## src/rtl/display_pkg.sv

```systemverilog
// Shared display definitions: coordinate and colour widths plus the sprite FSM state type.
package display_pkg;

    localparam int CORDW = 16;
    localparam int COLRW = 4;

    typedef enum logic [2:0] {
        IDLE,
        REG_POS,
        WAIT_POS,
        DRAW,
        DONE
    } spr_state_t;

endpackage

```

## src/rtl/sprite_render.sv

```systemverilog
// Single-line sprite renderer feeding an external one-cycle ROM; pix/drawing trail sx by 3 cycles.
// Optional horizontal mirroring via the flip_h input when SPR_FLIP_EN is defined.
module sprite_render #(
    parameter int CORDW  = display_pkg::CORDW,
    parameter int SPR_W  = 16,
    parameter int SPR_H  = 16,
    parameter int COLRW  = display_pkg::COLRW,
    parameter int TRANSP = 0,
    parameter int ADDRW  = $clog2(SPR_W * SPR_H)
) (
    input  logic                    clk_pix,
    input  logic                    rst_pix_n,
    input  logic                    line,
    input  logic signed [CORDW-1:0] sx,
    input  logic signed [CORDW-1:0] sy,
    input  logic signed [CORDW-1:0] sprx,
    input  logic signed [CORDW-1:0] spry,
`ifdef SPR_FLIP_EN
    input  logic                    flip_h,
`endif
    output logic [ADDRW-1:0]        rom_addr,
    input  logic [COLRW-1:0]        rom_data,
    output logic [COLRW-1:0]        pix,
    output logic                    drawing
);

    import display_pkg::*;

    localparam logic signed [CORDW-1:0] ONE      = CORDW'(1);
    localparam logic signed [CORDW-1:0] W_C      = CORDW'(SPR_W);
    localparam logic signed [CORDW-1:0] LAST_COL = CORDW'(SPR_W - 1);
    localparam logic signed [CORDW-1:0] LAST_ROW = CORDW'(SPR_H - 1);
    localparam logic [COLRW-1:0]        TRANSP_C = COLRW'(TRANSP);

    spr_state_t state, state_next;

    logic signed [CORDW-1:0] sprx_r, spry_r, sy_r;
    logic signed [CORDW-1:0] row, col, col_addr;
    logic                    in_range, issue;
    logic                    draw_q1, draw_q2;
    logic [COLRW-1:0]        data_q;

    assign in_range = (sy_r >= spry_r) && (sy_r <= spry_r + LAST_ROW);
    // The line-pulse cycle never issues a column, so a row cut off at line end cannot leak into blanking.
    assign issue    = (state == DRAW) && !line;

`ifdef SPR_FLIP_EN
    logic flip_r;
    assign col_addr = flip_r ? (LAST_COL - col) : col;
`else
    assign col_addr = col;
`endif

    assign rom_addr = ADDRW'(row * W_C + col_addr);

    always_ff @(posedge clk_pix or negedge rst_pix_n) begin
        if (!rst_pix_n) state <= IDLE;
        else            state <= state_next;
    end

    // NOTE: every output of a combinational block gets a default first, so no path can infer a latch.
    always_comb begin
        state_next = state;
        case (state)
            IDLE:     state_next = IDLE;
            REG_POS:  state_next = in_range ? WAIT_POS : DONE;
            // Arm one pixel early so DRAW column 0 coincides with sx == sprx.
            WAIT_POS: if (sx == sprx_r - ONE) state_next = DRAW;
            DRAW:     if (col == LAST_COL) state_next = DONE;
            DONE:     state_next = DONE;
            default:  state_next = IDLE;
        endcase
        if (line) state_next = REG_POS;
    end

    // NOTE: sequential state uses non-blocking assignments so every register samples pre-edge values.
    always_ff @(posedge clk_pix or negedge rst_pix_n) begin
        if (!rst_pix_n) begin
            sprx_r  <= '0;
            spry_r  <= '0;
            sy_r    <= '0;
            row     <= '0;
            col     <= '0;
            draw_q1 <= 1'b0;
            draw_q2 <= 1'b0;
            data_q  <= TRANSP_C;
            pix     <= TRANSP_C;
            drawing <= 1'b0;
`ifdef SPR_FLIP_EN
            flip_r  <= 1'b0;
`endif
        end else begin
            if (line) begin
                sprx_r <= sprx;
                spry_r <= spry;
                sy_r   <= sy;
`ifdef SPR_FLIP_EN
                flip_r <= flip_h;
`endif
            end
            if (state == REG_POS) row <= sy_r - spry_r;
            col <= (state == DRAW) ? col + ONE : '0;

            // Address -> ROM -> data register -> output register: three cycles from sx.
            draw_q1 <= issue;
            draw_q2 <= draw_q1;
            data_q  <= rom_data;
            drawing <= draw_q2 && (data_q != TRANSP_C);
            pix     <= (draw_q2 && (data_q != TRANSP_C)) ? data_q : TRANSP_C;
        end
    end

endmodule

```

## config.mk

```make
export PLATFORM = sky130hd
export DESIGN_NAME = sprite_render
export DESIGN_NICKNAME = d
export VERILOG_FILES = /design/src/rtl/display_pkg.sv /design/src/rtl/sprite_render.sv
export SDC_FILE = /design/constraint.sdc
export NUM_CORES = 1
export LEC_CHECK = 0
export ABC_AREA = 1
export BUFFER_PORTS_ARGS = -buffer_cell sky130_fd_sc_hd__buf_4
export CORE_ASPECT_RATIO = 0.8
export CORE_MARGIN = 10
export CORE_UTILIZATION = 61
export DETAILED_ROUTE_END_ITERATION = 10
export PLACE_DENSITY_LB_ADDON = 0.3
export SLEW_MARGIN = 20
export SYNTH_ARGS = -nofsm -noshare
export SYNTH_HDL_FRONTEND = slang
export SYNTH_SLANG_ARGS = --single-unit
```

## constraint.sdc

```tcl
create_clock -name clk_pix -period 4.5 [get_ports clk_pix]
set_clock_uncertainty 0.15 [all_clocks]
set_input_delay 0.9 -clock clk_pix [delete_from_list [all_inputs] [get_ports clk_pix]]
set_output_delay 0.9 -clock clk_pix [all_outputs]
set_load 0.01 [all_outputs]
```

After elaboration in Yosys (flattened, before gate mapping). Cells that the tools add are included.

Register bits: 82.

Muxes and demuxes: 7. Reduce and logical (&&, ||, !) cells: 6. $add $sub $neg: 5. $lt $le $gt $ge: 2. Eq/ne operators: 8.

Operators with widths (count): 16-bit by 1-bit adder with 16-bit output, second input constant (1); 16-bit by 5-bit adder with 16-bit output, second input constant (1); 16-bit equality test (1); 16-bit by 5-bit equality test with 1-bit output, second input constant (1); 16-bit greater-or-equal comparator (1); 16-bit <= comparator (1); 16-bit 2-to-1 mux (1); 16-bit by 2-bit subtractor with 16-bit output, second input constant (1); 3-bit 2-to-1 mux (4); 3-bit one-hot mux with 4 select lines (1); 8-bit adder (1); 3-bit by 2-bit equality test with 1-bit output, second input constant (2); 3-bit != test, second input constant (2); 4-bit 2-to-1 mux (1); 4-bit nonzero test (1); 4-bit subtractor (1); 3-bit by 1-bit equality test with 1-bit output, second input constant (1); 3-bit equality test, second input constant (1); 1-bit logical AND (3); 2-bit AND reduction (1); 1-bit zero test (1).

Longest topological paths before layout.
Depth after elaboration: 6. Depth in mapped cells: 21. Mapped depth without buffers: 21.

Worst setup path after synthesis. No wires, ideal clock.

Path type: reg-to-reg. Start: register spry_r[0]. End: register state[2]. Data arrival time: 2.547 ns. Setup slack: 1.684 ns. Cell stages (with the launch flop): 21. Library setup time: 0.119 ns. Cells stage by stage: dfrtp_1 -> inv_1 -> ha_1 -> nand3_1 -> nand2_1 -> nor2_1 -> nand3_1 -> nor2_1 -> nand2_1 -> nor2_1 -> xor2_1 -> ha_1 -> nand2_1 -> nor4_1 -> nand2_1 -> nand2_1 -> nand2_1 -> nand3_1 -> nand2_1 -> a21oi_1 -> nor2_1.

Word-level cells in the longest chain between the ends: 6. Elaborated cells on any way between the ends: 7. Classes of those cells: add/sub: 1; order compare: 2; mux: 3; reduce/logical: 1.

Ends and longest elaborated chain: from (decl) (line sprite_render.sv:37) `logic signed [CORDW-1:0] sprx_r, spry_r, sy_r;`; from (signal assigned) (line sprite_render.sv:95) `spry_r <= spry;`; 16-bit by 5-bit adder with 16-bit output (line sprite_render.sv:43) `assign in_range = (sy_r >= spry_r) && (sy_r <= spry_r + LAST_ROW);`; 16-bit <= comparator (line sprite_render.sv:43); 1-bit logical AND (*) (line sprite_render.sv:43); 3-bit 2-to-1 mux (*) (line sprite_render.sv:66) `REG_POS: state_next = in_range ? WAIT_POS : DONE;`; 3-bit one-hot mux with 4 select lines (*) (line sprite_render.sv:64) `case (state)`; 3-bit 2-to-1 mux (*) (line sprite_render.sv:73) `if (line) state_next = REG_POS;`; to (signal assigned) (line sprite_render.sv:58) `else state <= state_next;`; to (decl) (line sprite_render.sv:35) `spr_state_t state, state_next;`.

Mark *: on every way between the ends. The rest lies on a longest branch, timed or not. A chain may end at the register's enable or synchronous reset.

Worst setup path after layout. Same ends and word-level chain as after synthesis.

==> impl_metrics.csv <==
group,metric,value,unit
worst_setup_path,required,4.62,ns
sta,post-route-min-period,3.32,ns
clock_tree,clk_pin_slew,0.09,ns
yosys,synth_top_area_share,40.6,%
worst_setup_path,worst-path-buf-inv,1,
yosys,synth_cell_types,35,
global_route,grt_max_degree,83,
worst_setup_path,cp.arrival,3.43,ns
detailed_routing,drt_iter0_drc,305,
die,coreArea,7980,um^2
worst_setup_path,path_delay_family,"simple AND/OR/NAND/NOR gates",
sta,slew_viol_final,0,
sta,setup_viol,0,
placement,hpwl,9.02,mm
job,max_cap_violations,0,
yosys,synth_cells,654,
placement,io_buffers,83,
final_layout,n_antenna_cell,0,
worst_setup_path,max_stage_delay,0.36,ns
power,leakagePower,3.12,nW
yosys,syn_nets,765,
yosys,yosys-top-cells-area,"dfrtp_1, nand2_1, ha_1",
clock_tree,numCtsBuffers,9,
sta,rsz0062_at_grt,"false",
placement,dpl.cell_count,829,
clock_tree,cts_tree,"yes",
clock_tree,cts_num_sinks,82,
final_layout,nFillCells,624,
worst_setup_path,crit_path_max_fanout,4,
final_layout,nets,843,
worst_setup_path,cp-start-kind,"register",
die,die_w,122,um
die,die_area,12300,um^2
final_layout,area_growth,18.2,%
worst_setup_path,cp_common_cell,"nand2_1",
placement,gp_congestion,0.860,
worst_setup_path,endpoint_kind,"register",
die,std_cell_rows,29,
clock_tree,cts_resized,0,
sta,fmax,302,MHz
detailed_routing,detail_route.vias_per_cell,5.20,
status,status,"finished, final reports clean",
detailed_routing,detail_route.first_pass.iterations,5,
yosys,syn_area_per_cell,7.72,um^2
detailed_routing,postRouteAntennaNets,0,
detailed_routing,routed_wl,11.8,mm
worst_hold_path,min_path_type,"register to register",
sta,fin_setup_tns,0,ns
yosys,synth_seq_area_share,40.6,%
die,die_y,101,um
clock_tree,clk_path_buf_depth,2,
yosys,yosys_warnings,0,
final_layout,drive_gt1_share,18.2,%
power,power_density,340,nW/um^2
power,peakVddDrop,0.257,mV
yosys,synth_area,5050,um^2
worst_setup_path,critPathKind,"register to register",
worst_setup_path,cp_slowest_cell,"dfrtp_1",
detailed_routing,route.vias.total,4390,
final_layout,multi_input_area,2650,um^2
clock_tree,cts-root-buf,"clkbuf_8",
clock_tree,cts_setup_buffers,0,
die,ioPinCount,84,
sta,post-route-period-util,73.7,%
sta,hold_viol_final,0,
global_route,grt_pass1_vias,4297,
yosys,ys_ff_latch,82,
final_layout,stdcell_count,845,
clock_tree,hold_buffers,0,
clock_tree,htreeDepth,3,
global_route,track_usage,19.3,%
worst_setup_path,crit_chain,"inv_1 > ha_1 > nand3_1 > nand2_1 > nor2_1 > nand3_1 > nor2_1 > nand2_1 > nor2_1 > xor2_1 > ha_1 > nand2_1 > nor4_1 > nand2_1 > nand2_1 > nand2_1 > nand3_1 > nand2_1 > a21oi_1 > nor2_1",
die,initial_core_util,63.3,%
global_route,antenna_found_initial,0,
final_layout,seqCellArea,2050,um^2
sta,slew_headroom,39.6,%
clock_tree,clk_latency,0.37,ns
global_route,grt-ovfl-total,0,
yosys,yosysTopAreaCell,"dfrtp_1",
detailed_routing,drc_errors,0,
detailed_routing,avgRoutedWirePerCell,13.9,um
global_route,grt_first_pass_wirelength,19.7,mm
sta,worst_slew_pin_slew,0.904,ns
Yosys cell counts:
master	instances
o21bai_1	2
and3_1	1
a21oi_1	28
nor2_8	1
nor3_2	3
xor2_1	19
o21ai_0	36
nand4_1	5
inv_1	64
nand3b_1	5
o21ai_2	1
buf_1	2
buf_2	1
nor2_4	4
o21ai_1	5
nand2_1	213
nand3_1	31
nor2_2	10
dfrtp_1	82
nor4_1	4
nand2_4	1
nor2_1	49
xnor2_1	10
fa_1	2
a21o_1	1
ha_1	38
inv_2	9
a31oi_1	2
nand2_2	4
nand3_2	2
clkbuf_1	9
buf_4	4
nor3_1	4
o41ai_1	1
o21a_1	1
placed cells by master (no fill, tap or decap), drive strengths merged:
master,instances
xor2,19
and3,1
nor3,7
nor2,64
a31oi,2
nand4,5
nand2,218
dfrtp,82
clkbuf,10
o21ai,42
o41ai,1
inv,76
fa,2
nand3,33
buf,83
o21a,1
ha,38
bufinv,2
a21o,1
o21bai,2
clkinvlp,1
a21oi,28
nor4,4
nand3b,5
xnor2,10
area by class of cell:
cell class	count	area share (%)
flip-flops and latches	82	34.4
clock buffers	10	2.31
multi-input cells	483	44.4
inverters	73	4.59
well taps	108	2.26
repair buffers	83	10.5
clock inverters	6	1.61
kinds of logic (layout without fill, tap and decap cells):
kind of cell,count (synthesis),count (layout),synth area share (%)
compound gates,77,77,8.03
xor+xnor,29,29,5.03
fa+ha+maj,40,40,10.2
buf+inv,89,172,6.94
flops,82,82,40.6
simple gates,337,337,29.2
report_power, final:
part	switching, mW	internal, mW	total, mW
clock	0.295	0.335	0.631
sequential	0.0626	0.806	0.869
combinational	0.304	0.226	0.530
total	0.662	1.37	2.03
flip-flops by register name, indices dropped and copies added, names as in the netlist, 3 cells and up:
name and count:
pix 4, row 4, data_q 4, spry_r 16, sprx_r 16, state 3, sy_r 16, col 16
through the flow:
stage	area [um^2]	util [%]	power (mW)	setup slack [ns]	hold slack (ns)
after floorplan	5050	-	1.21	1.68	0.181
after global placement	5730	71.8	1.38	1.48	0.187
after detailed placement	5730	71.8	1.41	1.22	0.186
after CTS	5970	74.7	2.04	1.20	0.208
after global routing	5970	74.8	2.15	0.918	0.220
final	5970	74.8	2.03	1.18	0.205
layer usage:
| metal | vias to the layer above | global-route usage [%] | share of wire, % |
|---|---|---|---|
| li1 | 2241 | - | - |
| met1 | 2018 | 24.4 | 45 |
| met2 | 118 | 32.2 | 48 |
| met3 | 13 | 5.45 | 5.9 |
| met4 | 0 | 5.03 | 1.2 |
| met5 | - | 0 | 0 |
worst reg2reg max path: stages, from the launching register on:
cell,delay [ns]
dfrtp_1,0.36
inv_1,0.10
ha_1,0.24
nand3_1,0.13
nand2_1,0.06
nor2_1,0.17
nand3_1,0.15
nor2_1,0.17
nand2_1,0.11
nor2_1,0.13
xor2_1,0.09
ha_1,0.29
nand2_1,0.08
nor4_1,0.36
nand2_1,0.13
nand2_1,0.09
nand2_1,0.05
nand3_1,0.08
nand2_1,0.06
a21oi_1,0.13
nor2_1,0.07
worst paths after layout:
kind	endpoint	cells past startpoint	slack (ns)	startpoint
setup / recovery	state[2]	20	1.18	spry_r[0]
hold / removal	draw_q2	0	0.21	draw_q1
setup reg to reg	state[2]	20	1.18	spry_r[0]
hold reg to reg	draw_q2	0	0.21	draw_q1
max in group asynchronous	sprx_r[10]	1	3.30	rst_pix_n
min in group asynchronous	drawing	1	0.41	rst_pix_n
Power figures use the tool's default switching activity.
